### config.mk
export PLATFORM = sky130hd
export DESIGN_NAME = argmax_stage
export DESIGN_NICKNAME = d
export VERILOG_FILES = /design/src/rtl/argmax_stage.sv
export SDC_FILE = /design/constraint.sdc
export NUM_CORES = 1
export LEC_CHECK = 0
export CAP_MARGIN = 20
export CORE_MARGIN = 10
export CORE_UTILIZATION = 50
export CTS_CLUSTER_DIAMETER = 100
export DETAILED_ROUTE_END_ITERATION = 8
export PLACE_DENSITY = 0.77
export SLEW_MARGIN = 20
export SYNTH_ARGS = -nofsm -noshare
export SYNTH_HDL_FRONTEND = slang
export SYNTH_SLANG_ARGS = --single-unit
### constraint.sdc
create_clock -name clk -period 6.03 [get_ports clk]
set_clock_uncertainty 0.05 [all_clocks]
set_input_delay 0.603 -clock clk [delete_from_list [all_inputs] [get_ports clk]]
set_output_delay 0.603 -clock clk [all_outputs]
set_load 0.01 [all_outputs]
### src/rtl/argmax_stage.sv
// Argmax stage: buffers one inference worth of class scores and
// tracks the running maximum, publishing the winning class.
module argmax_stage #(
  parameter int CLASS_NUM  = 43,
  parameter int DATA_WIDTH = 16,
  parameter int IDX_WIDTH  = 8
) (
  input  logic                  clk,
  input  logic                  rst,
  input  logic                  en,
  input  logic [31:0]           wr_addr_in,
  input  logic [DATA_WIDTH-1:0] wr_data_in,
  input  logic                  wr_en_in,
  input  logic                  work_finished_in,
  output logic [IDX_WIDTH-1:0]  class_idx,
  output logic [DATA_WIDTH-1:0] class_score,
  output logic                  class_valid,
  output logic                  busy,
  output logic                  err_oor,
  output logic                  err_short,
  input  logic [IDX_WIDTH-1:0]  rd_addr,
  output logic [DATA_WIDTH-1:0] rd_data
);

  localparam int AW = (CLASS_NUM > 1) ? $clog2(CLASS_NUM) : 1;
  localparam int CW = $clog2(CLASS_NUM + 1);
  localparam logic [31:0] CN32 = 32'(CLASS_NUM);
  localparam logic [CW-1:0] CNT_LAST = CW'(CLASS_NUM - 1);

  typedef enum logic [1:0] {
    IDLE,
    COLLECT,
    DONE
  } state_t;

  state_t                         state_q;
  logic [CW-1:0]                  cnt_q;
  logic signed [DATA_WIDTH-1:0]   max_q;
  logic [IDX_WIDTH-1:0]           max_idx_q;
  logic [IDX_WIDTH-1:0]           class_idx_q;
  logic [DATA_WIDTH-1:0]          class_score_q;
  logic                           class_valid_q;
  logic                           err_oor_q;
  logic                           err_short_q;
  logic [DATA_WIDTH-1:0]          rd_data_q;
  logic [DATA_WIDTH-1:0]          mem_q [CLASS_NUM];

  logic                           collect;
  logic                           addr_ok;
  logic                           wr_ok;
  logic                           wr_oor;
  logic                           take;
  logic                           full;
  logic                           short_fin;
  logic                           rd_ok;
  logic [IDX_WIDTH-1:0]           wr_idx;
  logic [AW-1:0]                  wr_slot;
  logic [AW-1:0]                  rd_slot;
  logic signed [DATA_WIDTH-1:0]   wr_score;
  logic signed [DATA_WIDTH-1:0]   max_d;
  logic [IDX_WIDTH-1:0]           max_idx_d;

  assign collect  = en && (state_q == COLLECT);
  assign addr_ok  = wr_addr_in < CN32;
  assign wr_ok    = collect && wr_en_in && addr_ok;
  assign wr_oor   = collect && wr_en_in && !addr_ok;
  assign wr_idx   = wr_addr_in[IDX_WIDTH-1:0];
  assign wr_slot  = wr_addr_in[AW-1:0];
  assign wr_score = wr_data_in;
  assign rd_ok    = 32'(rd_addr) < CN32;
  assign rd_slot  = rd_addr[AW-1:0];

  // Equal scores keep the lower index whatever the arrival order.
  always_comb begin
    take = 1'b0;
    if (wr_ok) begin
      take = (cnt_q == '0) ||
             (wr_score > max_q) ||
             ((wr_score == max_q) && (wr_idx < max_idx_q));
    end
    max_d     = take ? wr_score : max_q;
    max_idx_d = take ? wr_idx : max_idx_q;
  end

  assign full      = wr_ok && (cnt_q == CNT_LAST);
  assign short_fin = collect && !wr_ok && work_finished_in;

  always_ff @(posedge clk) begin
    if (rst) begin
      state_q       <= IDLE;
      cnt_q         <= '0;
      max_q         <= '0;
      max_idx_q     <= '0;
      class_idx_q   <= '0;
      class_score_q <= '0;
      class_valid_q <= 1'b0;
      err_oor_q     <= 1'b0;
      err_short_q   <= 1'b0;
      rd_data_q     <= '0;
      for (int i = 0; i < CLASS_NUM; i++) begin
        mem_q[i] <= '0;
      end
    end else begin
      rd_data_q     <= rd_ok ? mem_q[rd_slot] : '0;
      class_valid_q <= 1'b0;
      if (wr_ok) begin
        mem_q[wr_slot] <= wr_data_in;
      end
      if (!en) begin
        state_q       <= IDLE;
        cnt_q         <= '0;
        max_q         <= '0;
        max_idx_q     <= '0;
        class_idx_q   <= '0;
        class_score_q <= '0;
        err_oor_q     <= 1'b0;
        err_short_q   <= 1'b0;
      end else begin
        case (state_q)
          IDLE: begin
            state_q <= COLLECT;
          end
          COLLECT: begin
            if (wr_ok) begin
              cnt_q <= cnt_q + CW'(1);
            end
            max_q     <= max_d;
            max_idx_q <= max_idx_d;
            if (wr_oor) begin
              err_oor_q <= 1'b1;
            end
            if (short_fin) begin
              err_short_q <= 1'b1;
            end
            if (full || short_fin) begin
              state_q       <= DONE;
              class_idx_q   <= max_idx_d;
              class_score_q <= max_d;
              class_valid_q <= 1'b1;
            end
          end
          DONE: begin
            state_q <= DONE;
          end
          default: begin
            state_q <= IDLE;
          end
        endcase
      end
    end
  end

  assign class_idx   = class_idx_q;
  assign class_score = class_score_q;
  assign class_valid = class_valid_q;
  assign busy        = (state_q == COLLECT);
  assign err_oor     = err_oor_q;
  assign err_short   = err_short_q;
  assign rd_data     = rd_data_q;

endmodule
After elaboration in Yosys (flattened, before gate mapping):

Memories as Yosys holds them, arrays and structs flattened. A register that Yosys moved wholly into a read port is not among the register bits.
Cells that the tools add are included.

* bits in registers: 59
* RAM bits: 688
* input port bits: 61
* word-level logic and storage cells: 60
* memories kept: 1

Memories
* mem_q: words 43, width 16, read ports 1, clocked after Yosys merged registers in 1, wr ports 43, line 46 `logic [DATA_WIDTH-1:0] mem_q [CLASS_NUM];`

* add/subtract/negate cells: 1
* order comparisons: 4
* equal/unequal tests: 5
* multiplexer cells: 14
* bitwise operators: 3
* reductions and logical operators: 23

Operator list (count)
* $lt A32 B6 Y1 const B: 1
* $mux W16: 2
* $eq A16 B16 Y1: 1
* $gt A16 B16 Y1: 1
* $reduce_or A16 Y1: 1
* $logic_and A1 B1 Y1: 8
* $lt A8 B6 Y1 const B: 1
* $lt A8 B8 Y1: 1
* $mux W1: 8
* $mux W8: 1
* $reduce_and A2 Y1: 4
* $add A6 B1 Y6 const B: 1
* $eq A6 B6 Y1 const B: 1
* $logic_not A6 Y1: 1
* $mux W6: 1
* $pmux W2 S3: 1
* $reduce_or A2 Y1: 2
* $logic_or A1 B1 Y1: 3
* $not A1 Y1: 3
* $reduce_or A3 Y1: 1
* $eq A2 B1 Y1 const B: 1
* $eq A2 B2 Y1 const B: 1
* $logic_not A1 Y1: 2
* $logic_not A2 Y1: 1
* other kinds (2): 2

Longest topological paths before layout:

* word-level depth: 10
* gate-level depth with buffers: 11
* depth with buffers taken out: 9

Least setup slack after synthesis:

OpenSTA, ideal clock, no wires.

* kind: input to register
* from: input wr_addr_in[1]
* to: memory mem_q[20][0], enable pin
* setup time: 334 ps
* data arrival time: 2638 ps
* data required time: 5646 ps
* path slack: 3008 ps
* cell stages on the path: 10
* path through: buf_2 > a21oi_1 > and3b_1 > or4_1 > buf_2 > nor2_4 > nand3_1 > buf_4 > nor2_4 > or2_2

RTL lines
* start, declared: line 11 `input logic [31:0] wr_addr_in,`
* end, declared: line 46

==> flow_metrics.py <==
metrics = {
    "critical_path": {
        "cp-end-kind": "flip-flop",
        "cp_slowest_stage_delay_ns": 0.69,
        "crit_fanout": 16,
        "critPathArrivalTime_ns": 4.73,
        "crit_required_ns": 6.33,
        "critPathSlowestCell": "nor2_1",
        "path_buf_inv": 1,
        "cp-start-kind": "input port",
        "path_delay_family": "simple AND/OR/NAND/NOR gates",
        "cp_cell_sequence": "clkdlybuf4s50_1 > a211oi_1 > nand4_1 > or4_1 > nor2_4 > nand3_2 > nor2_1 > or2_2",
        "path_class": "in2reg",
    },
    "synth": {
        "synth_edf_count": 1024,
        "synth_top_flop_cell": "edfxtp_1",
        "synthMostInstantiatedCell": "edfxtp_1",
        "synth_top_area_share": 0.646,
        "synthDistinctLibCells": 50,
        "synth-simple-area-share": 0.117,
        "synth_top_cell_by_area": "edfxtp_1",
        "yosysWarnings": 0,
        "synthTopCellsByCount": "edfxtp_1, and2_1, mux4_2, clkbuf_1, dfxtp_1",
        "synth_top_family_by_area": "multiplexers",
        "synth-xor-area-share": 0.000736,
        "synth_compound_area_frac": 0.0211,
        "synth-seq-area-share": 0.677,
        "synthMuxAreaShare": 0.155,
        "syn_avg_cell_area_um2": 16.9,
        "ys_ff_latch": 1099,
        "synth_area_leaders": "edfxtp_1, mux4_2, and2_1",
        "synthCells": 2814,
        "async_flop_share": 0,
        "synth_adder_area_share": 0.00736,
        "netlist_area_mm2": 0.0476,
    },
    "routing": {
        "drt_iter0_drc": 3301,
        "wl_per_cell_um": 24.2,
        "drc": 0,
        "drtAntennaViolNets": 0,
        "viasPerCell": 5.63,
        "vias": 25700,
        "routed_wirelength_um": 111000,
        "dr.pass1.iters": 6,
    },
    "grt": {
        "grt_pass1_wl_um": 166000,
        "grt-ovfl-total": 0,
        "grt_usage": 0.206,
        "antenna_found_initial": 7,
        "first_global_vias": 26000,
        "grt_max_degree": 107,
    },
    "cts": {
        "post_cts.repair.setup_buffers": 0,
        "cts-root-buf": "clkbuf_16",
        "cts_sinks": 1099,
        "tritoncts": "yes",
        "clock_latency_ns": 0.68,
        "hold_buffers": 0,
        "clk_pin_slew_worst_paths_ns": 0.06,
        "cts-buffers-inserted": 107,
        "clk_path_buf_depth": 3,
        "ctsHtreeMaxLevel": 3,
        "cts_resized": 0,
    },
    "run_status": {
        "status": "finished clean",
    },
    "placed_design": {
        "gp_congestion": 0.847,
        "dp_hpwl_um": 69400,
        "portBuffers": 104,
    },
    "die": {
        "initial_utilization": 0.503,
        "dieArea_mm2": 0.108,
        "rows": 113,
        "chipHeight_um": 329,
        "core_mm2": 0.0947,
        "die_w_um": 329,
        "num_io_pins": 105,
    },
    "final_layout": {
        "nets": 3296,
        "syn_to_final_growth_pct": 14.7,
        "fill_cells": 7072,
        "diodes": 0,
        "seq_area_mm2": 0.0323,
        "layout-drive-gt1-share": 0.194,
        "multiInputGateArea_mm2": 0.0156,
    },
    "sta": {
        "whs_ns": 0.392,
        "setup_viol": 0,
        "fin_setup_tns_ns": 0,
        "timing.final.hold_violations": 0,
        "rsz0062_at_grt": "no",
        "max-slew-margin-rel": 0.327,
        "period_share": 0.733,
        "maxSlewViolCount": 0,
        "worst_pin_slew_ns": 1.01,
        "timing.fmax_mhz": 226,
        "fin_crit_ns": 4.42,
    },
    "power_and_ir_drop": {
        "finalPower_w": 0.0165,
        "power.density_mw_per_mm2": 302,
        "ir_worst_vdd_v": 0.000247,
        "leakagePower_nw": 19.6,
    },
    "min_path": {
        "min_path_type": "in2reg",
    },
    "run": {
        "max-cap-violations": 0,
    },
}
[through the flow]
step | cell area (um2) | util | worst slack [ns] | instances
floorplan | 48900 | - | 3.01 | 3149
global placement | 51200 | 0.540 | 0.891 | 4363
detailed placement | 51200 | 0.540 | 0.687 | 4363
CTS | 54600 | 0.577 | 1.43 | 4561
global route | 54600 | 0.577 | 1.20 | 4561
finish | 54600 | 0.577 | 1.61 | 4561
[cells in the final DEF (no fill, tap or decap), types with 23 or more instances in the layout]
cell type	n
a31oi_1	23
or2_2	44
conb_1	336
nor2_1	71
inv_1	30
edfxtp_1	1024
nor3_1	47
and2_1	645
o21ai_0	29
dfxtp_1	75
clkbuf_1	28
ha_1	28
nand3_1	34
a211oi_1	34
a21oi_1	35
buf_4	73
mux4_2	320
clkdlybuf4s50_1	83
clkbuf_16	110
[report_power, final]
part / total [W] / switching (W) / internal (W)
Combinational: 0.00113 / 0.000670 / 0.000458
Sequential: 0.00879 / 0.000107 / 0.00868
Clock: 0.00659 / 0.00284 / 0.00375
[worst reg2reg max path: stages, from the launching register on]
cell and delay, ns:
dfxtp_1 0.31, inv_1 0.07, ha_1 0.26, nand3_1 0.23, or4_1 0.75, nor2_4 0.24, nand3_2 0.39, nor2_1 0.70
or2_2 0.47
[area by class of cell]
cell class / instances / area share
flip-flops and latches: 1099 / 0.590
multi-input cells: 1787 / 0.286
clock buffers: 144 / 0.0534
repair buffers: 181 / 0.0295
well taps: 1265 / 0.0290
clock inverters: 54 / 0.0102
inverters: 31 / 0.00213
[sequential cells by signal, summed over array words and instances, names as in the netlist]
| name | count |
|---|---|
| state_q | 2 |
| err_short | 1 |
| cnt_q | 6 |
| class_score | 16 |
| max_idx_q | 8 |
| class_idx | 8 |
| mem_q | 1024 |
| err_oor | 1 |
| rd_data | 16 |
| class_valid | 1 |
| max_q | 16 |
[final timing paths]
path | slack (ns) | to | from | depth (start not counted)
worst max-delay path | 1.61 | mem_q[31][1] | wr_addr_in[4] | 8
worst min-delay path | 0.39 | mem_q[44][2] | wr_data_in[2] | 2
worst max register to register | 2.23 | mem_q[31][1] | state_q[1] | 8
worst min register to register | 0.40 | err_short | err_short | 2
[routing by layer]
metal | GRT usage | part of all wire
met1 | 0.278 | 0.38
met2 | 0.331 | 0.48
met3 | 0.0397 | 0.094
met4 | 0.0765 | 0.038
met5 | 0 | 0.00024
[logic make-up (layout without fill, tap and decap cells)]
family,count (synthesis),after routing
compound gates,155,155
simple gates,927,927
buf+inv,263,410
xor+xnor,4,4
mux,337,337
other cells,1,336
flops,1099,1099
fa+ha+maj,28,28
(Power assumes the default switching activity.)
